`config.mk`:
```
export PLATFORM = sky130hd
export DESIGN_NAME = alu_op_sequencer_flat
export DESIGN_NICKNAME = d
export VERILOG_FILES = /design/src/rtl/alu_op_sequencer_if.sv /design/src/rtl/alu_op_sequencer.sv /design/src/flat_wrapper.sv
export SDC_FILE = /design/constraint.sdc
export NUM_CORES = 1
export LEC_CHECK = 0
export ABC_AREA = 1
export BUFFER_PORTS_ARGS = -buffer_cell sky130_fd_sc_hd__buf_2
export CAP_MARGIN = 0
export CELL_PAD_IN_SITES_DETAIL_PLACEMENT = 1
export CELL_PAD_IN_SITES_GLOBAL_PLACEMENT = 2
export CORE_ASPECT_RATIO = 0.9
export CORE_MARGIN = 2
export CORE_UTILIZATION = 34
export DETAILED_ROUTE_END_ITERATION = 12
export PLACE_DENSITY_LB_ADDON = 0.1
export REMOVE_ABC_BUFFERS = 1
export SETUP_SLACK_MARGIN = 0.05
export SLEW_MARGIN = 20
export SYNTH_ARGS = -nofsm -noshare
export SYNTH_HDL_FRONTEND = slang
export SYNTH_SLANG_ARGS = --single-unit
```
`constraint.sdc`:
```
create_clock -name clk -period 3.2 [get_ports clk]
set_input_delay 0.64 -clock clk [delete_from_list [all_inputs] [get_ports clk]]
set_output_delay 0.64 -clock clk [all_outputs]
set_load 0.01 [all_outputs]
```
`src/rtl/alu_op_sequencer_if.sv`:
```
// Command, ALU-drive and response bundle of the ALU op sequencer; slave = sequencer, master = front end + ALU.
interface alu_op_sequencer_if #(
  parameter int WIDTH = 8,
  parameter int NREGS = 4
);
  localparam int IW = (NREGS > 1) ? $clog2(NREGS) : 1;

  logic             cmd_valid;
  logic             cmd_ready;
  logic [3:0]       cmd_op;
  logic [IW-1:0]    cmd_dst;
  logic [IW-1:0]    cmd_src;
  logic             cmd_use_imm;
  logic [WIDTH-1:0] cmd_imm;

  logic [WIDTH-1:0] alu_a;
  logic [WIDTH-1:0] alu_b;
  logic [3:0]       alu_s;
  logic [WIDTH-1:0] alu_f;
  logic             alu_zero;
  logic             alu_overflow;

  logic             rsp_valid;
  logic             rsp_ready;
  logic [WIDTH-1:0] rsp_data;
  logic             rsp_zero;
  logic             rsp_ovf;
  logic             rsp_err;

  modport slave (
    input  cmd_valid, cmd_op, cmd_dst, cmd_src, cmd_use_imm, cmd_imm,
    input  alu_f, alu_zero, alu_overflow,
    input  rsp_ready,
    output cmd_ready,
    output alu_a, alu_b, alu_s,
    output rsp_valid, rsp_data, rsp_zero, rsp_ovf, rsp_err
  );

  modport master (
    output cmd_valid, cmd_op, cmd_dst, cmd_src, cmd_use_imm, cmd_imm,
    output alu_f, alu_zero, alu_overflow,
    output rsp_ready,
    input  cmd_ready,
    input  alu_a, alu_b, alu_s,
    input  rsp_valid, rsp_data, rsp_zero, rsp_ovf, rsp_err
  );
endinterface

```
`src/rtl/alu_op_sequencer.sv`:
```
// Drives an external combinational ALU from a register bank; response valid 2 edges after accept.
// One command in flight, cmd_ready only in IDLE; response held until rsp_ready. ALU_SEQ_LOCAL_FLAGS_EN: local flags.
module alu_op_sequencer #(
  parameter int WIDTH = 8,
  parameter int NREGS = 4
) (
  input logic               clk,
  input logic               rst,
  alu_op_sequencer_if.slave bus
);
  localparam int IW = (NREGS > 1) ? $clog2(NREGS) : 1;

  typedef enum logic [1:0] {IDLE = 2'd0, EXEC = 2'd1, RESP = 2'd2} state_t;

  state_t           state;
  state_t           state_nxt;
  logic [WIDTH-1:0] bank [NREGS];
  logic [IW-1:0]    dst_q;
  logic             rsvd_q;
  logic             accept;
  logic             done;
  logic             f_zero;
  logic             f_ovf;

  assign accept = bus.cmd_valid && bus.cmd_ready;
  assign done   = bus.rsp_valid && bus.rsp_ready;

  always_ff @(posedge clk or posedge rst) begin
    if (rst) state <= IDLE;
    else     state <= state_nxt;
  end

  always_comb begin
    state_nxt = state;
    case (state)
      IDLE:    if (accept) state_nxt = EXEC;
      EXEC:    state_nxt = RESP;
      RESP:    if (done) state_nxt = IDLE;
      default: state_nxt = IDLE;
    endcase
  end

  always_comb begin
    bus.cmd_ready = (state == IDLE);
    bus.rsp_valid = (state == RESP);
  end

`ifdef ALU_SEQ_LOCAL_FLAGS_EN
  // Overflow is judged on the sign bits of the registered operands and the settled result.
  always_comb begin
    f_zero = (bus.alu_f == '0);
    f_ovf  = 1'b0;
    case (bus.alu_s)
      4'b0010: f_ovf = (bus.alu_a[WIDTH-1] == bus.alu_b[WIDTH-1]) &&
                       (bus.alu_f[WIDTH-1] != bus.alu_a[WIDTH-1]);
      4'b0011: f_ovf = (bus.alu_a[WIDTH-1] != bus.alu_b[WIDTH-1]) &&
                       (bus.alu_f[WIDTH-1] != bus.alu_a[WIDTH-1]);
      4'b0001: f_ovf = (bus.alu_a == {1'b0, {(WIDTH-1){1'b1}}});
      4'b0100: f_ovf = (bus.alu_a == {1'b1, {(WIDTH-1){1'b0}}});
      default: f_ovf = 1'b0;
    endcase
  end
`else
  assign f_zero = bus.alu_zero;
  assign f_ovf  = bus.alu_overflow;
`endif

  always_ff @(posedge clk or posedge rst) begin
    if (rst) begin
      for (int i = 0; i < NREGS; i++) bank[i] <= '0;
      bus.alu_a    <= '0;
      bus.alu_b    <= '0;
      bus.alu_s    <= 4'b0000;
      bus.rsp_data <= '0;
      bus.rsp_zero <= 1'b0;
      bus.rsp_ovf  <= 1'b0;
      bus.rsp_err  <= 1'b0;
      dst_q        <= '0;
      rsvd_q       <= 1'b0;
    end else begin
      if (state == IDLE && accept) begin
        // Both operands read the bank before any writeback, so dst==src sees the old value.
        bus.alu_a <= bank[bus.cmd_dst];
        bus.alu_b <= bus.cmd_use_imm ? bus.cmd_imm : bank[bus.cmd_src];
        bus.alu_s <= bus.cmd_op;
        dst_q     <= bus.cmd_dst;
        rsvd_q    <= (bus.cmd_op >= 4'b1100);
      end
      if (state == EXEC) begin
        if (rsvd_q) begin
          bus.rsp_data <= '0;
          bus.rsp_zero <= 1'b0;
          bus.rsp_ovf  <= 1'b0;
          bus.rsp_err  <= 1'b1;
        end else begin
          bank[dst_q]  <= bus.alu_f;
          bus.rsp_data <= bus.alu_f;
          bus.rsp_zero <= f_zero;
          bus.rsp_ovf  <= f_ovf;
          bus.rsp_err  <= 1'b0;
        end
      end
    end
  end
endmodule
```
`src/flat_wrapper.sv`:
```
// flat-port wrapper written by rule: the top's interface ports become plain ports
module alu_op_sequencer_flat 
#(
  parameter int WIDTH = 8,
  parameter int NREGS = 4
)
  (clk, rst, bus_cmd_valid, bus_cmd_op, bus_cmd_dst, bus_cmd_src, bus_cmd_use_imm, bus_cmd_imm, bus_alu_f, bus_alu_zero, bus_alu_overflow, bus_rsp_ready, bus_cmd_ready, bus_alu_a, bus_alu_b, bus_alu_s, bus_rsp_valid, bus_rsp_data, bus_rsp_zero, bus_rsp_ovf, bus_rsp_err);
  alu_op_sequencer_if #(.WIDTH(WIDTH), .NREGS(NREGS)) bus_i ();
  input logic clk;
  input logic rst;
  input wire logic [$bits(bus_i.cmd_valid)-1:0] bus_cmd_valid;
  input wire logic [$bits(bus_i.cmd_op)-1:0] bus_cmd_op;
  input wire logic [$bits(bus_i.cmd_dst)-1:0] bus_cmd_dst;
  input wire logic [$bits(bus_i.cmd_src)-1:0] bus_cmd_src;
  input wire logic [$bits(bus_i.cmd_use_imm)-1:0] bus_cmd_use_imm;
  input wire logic [$bits(bus_i.cmd_imm)-1:0] bus_cmd_imm;
  input wire logic [$bits(bus_i.alu_f)-1:0] bus_alu_f;
  input wire logic [$bits(bus_i.alu_zero)-1:0] bus_alu_zero;
  input wire logic [$bits(bus_i.alu_overflow)-1:0] bus_alu_overflow;
  input wire logic [$bits(bus_i.rsp_ready)-1:0] bus_rsp_ready;
  output wire logic [$bits(bus_i.cmd_ready)-1:0] bus_cmd_ready;
  output wire logic [$bits(bus_i.alu_a)-1:0] bus_alu_a;
  output wire logic [$bits(bus_i.alu_b)-1:0] bus_alu_b;
  output wire logic [$bits(bus_i.alu_s)-1:0] bus_alu_s;
  output wire logic [$bits(bus_i.rsp_valid)-1:0] bus_rsp_valid;
  output wire logic [$bits(bus_i.rsp_data)-1:0] bus_rsp_data;
  output wire logic [$bits(bus_i.rsp_zero)-1:0] bus_rsp_zero;
  output wire logic [$bits(bus_i.rsp_ovf)-1:0] bus_rsp_ovf;
  output wire logic [$bits(bus_i.rsp_err)-1:0] bus_rsp_err;
  assign bus_i.cmd_valid = bus_cmd_valid;
  assign bus_i.cmd_op = bus_cmd_op;
  assign bus_i.cmd_dst = bus_cmd_dst;
  assign bus_i.cmd_src = bus_cmd_src;
  assign bus_i.cmd_use_imm = bus_cmd_use_imm;
  assign bus_i.cmd_imm = bus_cmd_imm;
  assign bus_i.alu_f = bus_alu_f;
  assign bus_i.alu_zero = bus_alu_zero;
  assign bus_i.alu_overflow = bus_alu_overflow;
  assign bus_i.rsp_ready = bus_rsp_ready;
  assign bus_cmd_ready = bus_i.cmd_ready;
  assign bus_alu_a = bus_i.alu_a;
  assign bus_alu_b = bus_i.alu_b;
  assign bus_alu_s = bus_i.alu_s;
  assign bus_rsp_valid = bus_i.rsp_valid;
  assign bus_rsp_data = bus_i.rsp_data;
  assign bus_rsp_zero = bus_i.rsp_zero;
  assign bus_rsp_ovf = bus_i.rsp_ovf;
  assign bus_rsp_err = bus_i.rsp_err;
  alu_op_sequencer #(.WIDTH(WIDTH), .NREGS(NREGS)) u_core (.clk(clk), .rst(rst), .bus(bus_i));
endmodule
```
==> impl_metrics.tcl <==
set metrics [dict create \
    outcome "finished clean" \
    rows 34 \
    grt_pass1_vias 2842 \
    place_area_um2 3660 \
    finalClockSkew_ns 0.00923 \
    cpPeakStageDelay_ns 0.43 \
    numCtsBuffers 9 \
    use_met1_pct 27.4 \
    drtIter0Drc 118 \
    slew_violations 0 \
    setup_slack_ns 1.48 \
    cts_tree "yes" \
    synthDistinctLibCells 18 \
    layout.nets 508 \
    reg2reg_from "u_core.state[0]" \
    period_share_pct 53.9 \
    path_buf_inv 1 \
    p_leak_nw 2.08 \
    final_area_um2 3870 \
    ff2ff_setup_slack_ns 1.59 \
    n_antenna_cell 0 \
    syn_inst 418 \
    synth_area_per_cell_um2 7.85 \
    cts_hold_buffers 0 \
    cap_viol_max_count 0 \
    worstSetupPathType "flop to output pin" \
    finalSetupViolCount 0 \
    relSlewSlack_pct 66.0 \
    track_usage_pct 18.3 \
    mostFrequentLayoutCells "174 x nand2_1, 68 x dfrtp_1, 63 x buf_2" \
    clock_path_buffers 2 \
    cp_top_family "flip-flops" \
    setup_tns_ns 0 \
    numPortBuffers 63 \
    crit_path_max_fanout 3 \
    power_density_nw_per_um2 949 \
    cp-start-kind "flop" \
    ys_ff_latch 68 \
    antenna_found_initial 0 \
    firstDrtPassIters 4 \
    die_h_um 97.2 \
    cp_slowest_cell "dfrtp_1" \
    place.gp.congestion 0.793 \
    clock_latency_ns 0.35 \
    required_ns 2.56 \
    via_per_inst 4.60 \
    crit_start "u_core.state[0]" \
    hold_viol_final 0 \
    post_cts_resized 0 \
    path_cells "nor2_1 > buf_2" \
    busiest_layer "met1" \
    synth_area_um2 3280 \
    hold_class "input port to async pin" \
    pre_cts_slack_ns 1.28 \
    seq_area_frac_synth_pct 51.8 \
    synthDominantCellAreaShare_pct 51.8 \
    final_util_pct 40.6 \
    cp.arrival_ns 1.08 \
    io_pins 64 \
    die_w_um 108 \
    fin_crit_ns 1.72 \
    cts_sinks 68 \
    grt_setup_unrepaired "no" \
    post-cts-setup-buffers 0 \
    via_count 2799 \
    die_area_um2 10500 \
    end_kind "output pin" \
    use_met3_pct 4.36 \
    grt_max_degree 35 \
    max_freq_mhz 580 \
    drive_gt1_share_pct 20.7 \
    vdd_ir_drop_max_uv 347 \
    h-tree-depth 3 \
    wl_per_cell_um 14.7 \
    mostFrequentLayoutCell "nand2_1" \
    synth_area_leader_cell "dfrtp_1" \
    fillers 1232 \
    drc_errors 0 \
    drt_wl_total_um 8950 \
    dp_hpwl_um 6400 \
    start_util_pct 34.5 \
    overflow 0 \
    synth_area_leaders "dfrtp_1 52%, nand2_1 20%, nor2_1 5.7%" \
    worst_slew_pin_slew_ns 0.509 \
    core_area_um2 9530 \
    met2_usage_pct 26.7 \
    syn_to_final_growth_pct 17.8 \
    cts-root-buf "clkbuf_8" \
    antenna_left 0 \
    yosysWarnings 0 \
    clkTransAtPathRegs_ns 0.09 \
    grt_pass1_wl_um 14800 \
]
-- per-stage QoR --
stage / instances / hold slack (ns) / total power, mW
floorplan: 400 / 0.472 / 2.42
global placement: 592 / 0.458 / 2.91
detailed placement: 592 / 0.459 / 2.95
CTS: 608 / 0.305 / 3.72
global route: 608 / 0.322 / 4.00
finish: 608 / 0.295 / 3.67
-- routing by layer --
metal | wire [µm] | up-vias
li1 | - | 1422
met1 | 4690 | 1311
met2 | 3770 | 59
met3 | 406 | 7
met4 | 83 | 0
met5 | 0 | -
-- flip-flops by register name, summed over array words and instances (netlist names) --
| signal | count |
|---|---|
| u_core.bank | 32 |
| u_core.bus.alu_a | 8 |
| u_core.bus.alu_b | 8 |
| u_core.bus.rsp_data | 8 |
| u_core.bus.alu_s | 4 |
| u_core.dst_q | 2 |
| u_core.state | 2 |
| u_core.bus.rsp_err | 1 |
| u_core.bus.rsp_ovf | 1 |
| u_core.bus.rsp_zero | 1 |
| u_core.rsvd_q | 1 |
-- cell families after synthesis --
logic type	after synthesis	share of synthesized area [%]
compound gates	56	10.1
simple gates	246	31.1
buf+inv	48	6.97
flops	68	51.8
-- where the power goes --
| group | internal, mW | switching, mW |
|---|---|---|
| Clock | 0.371 | 0.375 |
| Combinational | 0.505 | 0.777 |
| Sequential | 1.28 | 0.361 |
-- cells in the mapped netlist --
cell type,n
buf_2,9
o21ai_0,21
nand2_4,1
nor2_1,50
clkinv_1,1
a22o_1,2
o22ai_1,1
nand2_1,174
buf_4,2
inv_1,29
nand3_1,16
clkbuf_1,3
o21ai_2,11
nor2_8,1
dfrtp_1,68
buf_6,4
nand3_4,4
o21ai_1,21
-- area by class of cell --
class	instances	area (µm²)	area share, %
inverter	30	113	2.91
tap	126	158	4.08
sequential	68	1700	44.0
timing repair buffer	66	338	8.74
clock inverter	7	81.3	2.10
multi-input combinational	302	1350	35.0
clock buffer	9	124	3.20
-- worst paths after layout --
path                                        to  cells after the start
setup / recovery                 bus_rsp_valid                      2
hold / removal             u_core.bus.alu_b[1]                      2
setup reg to reg                 u_core.rsvd_q                      6
hold reg to reg            u_core.bus.alu_b[3]                      2
max in group asynchronous      u_core.bank[16]                      3
min in group clk           u_core.bus.alu_b[3]                      2
Power figures use the tool's default switching activity.
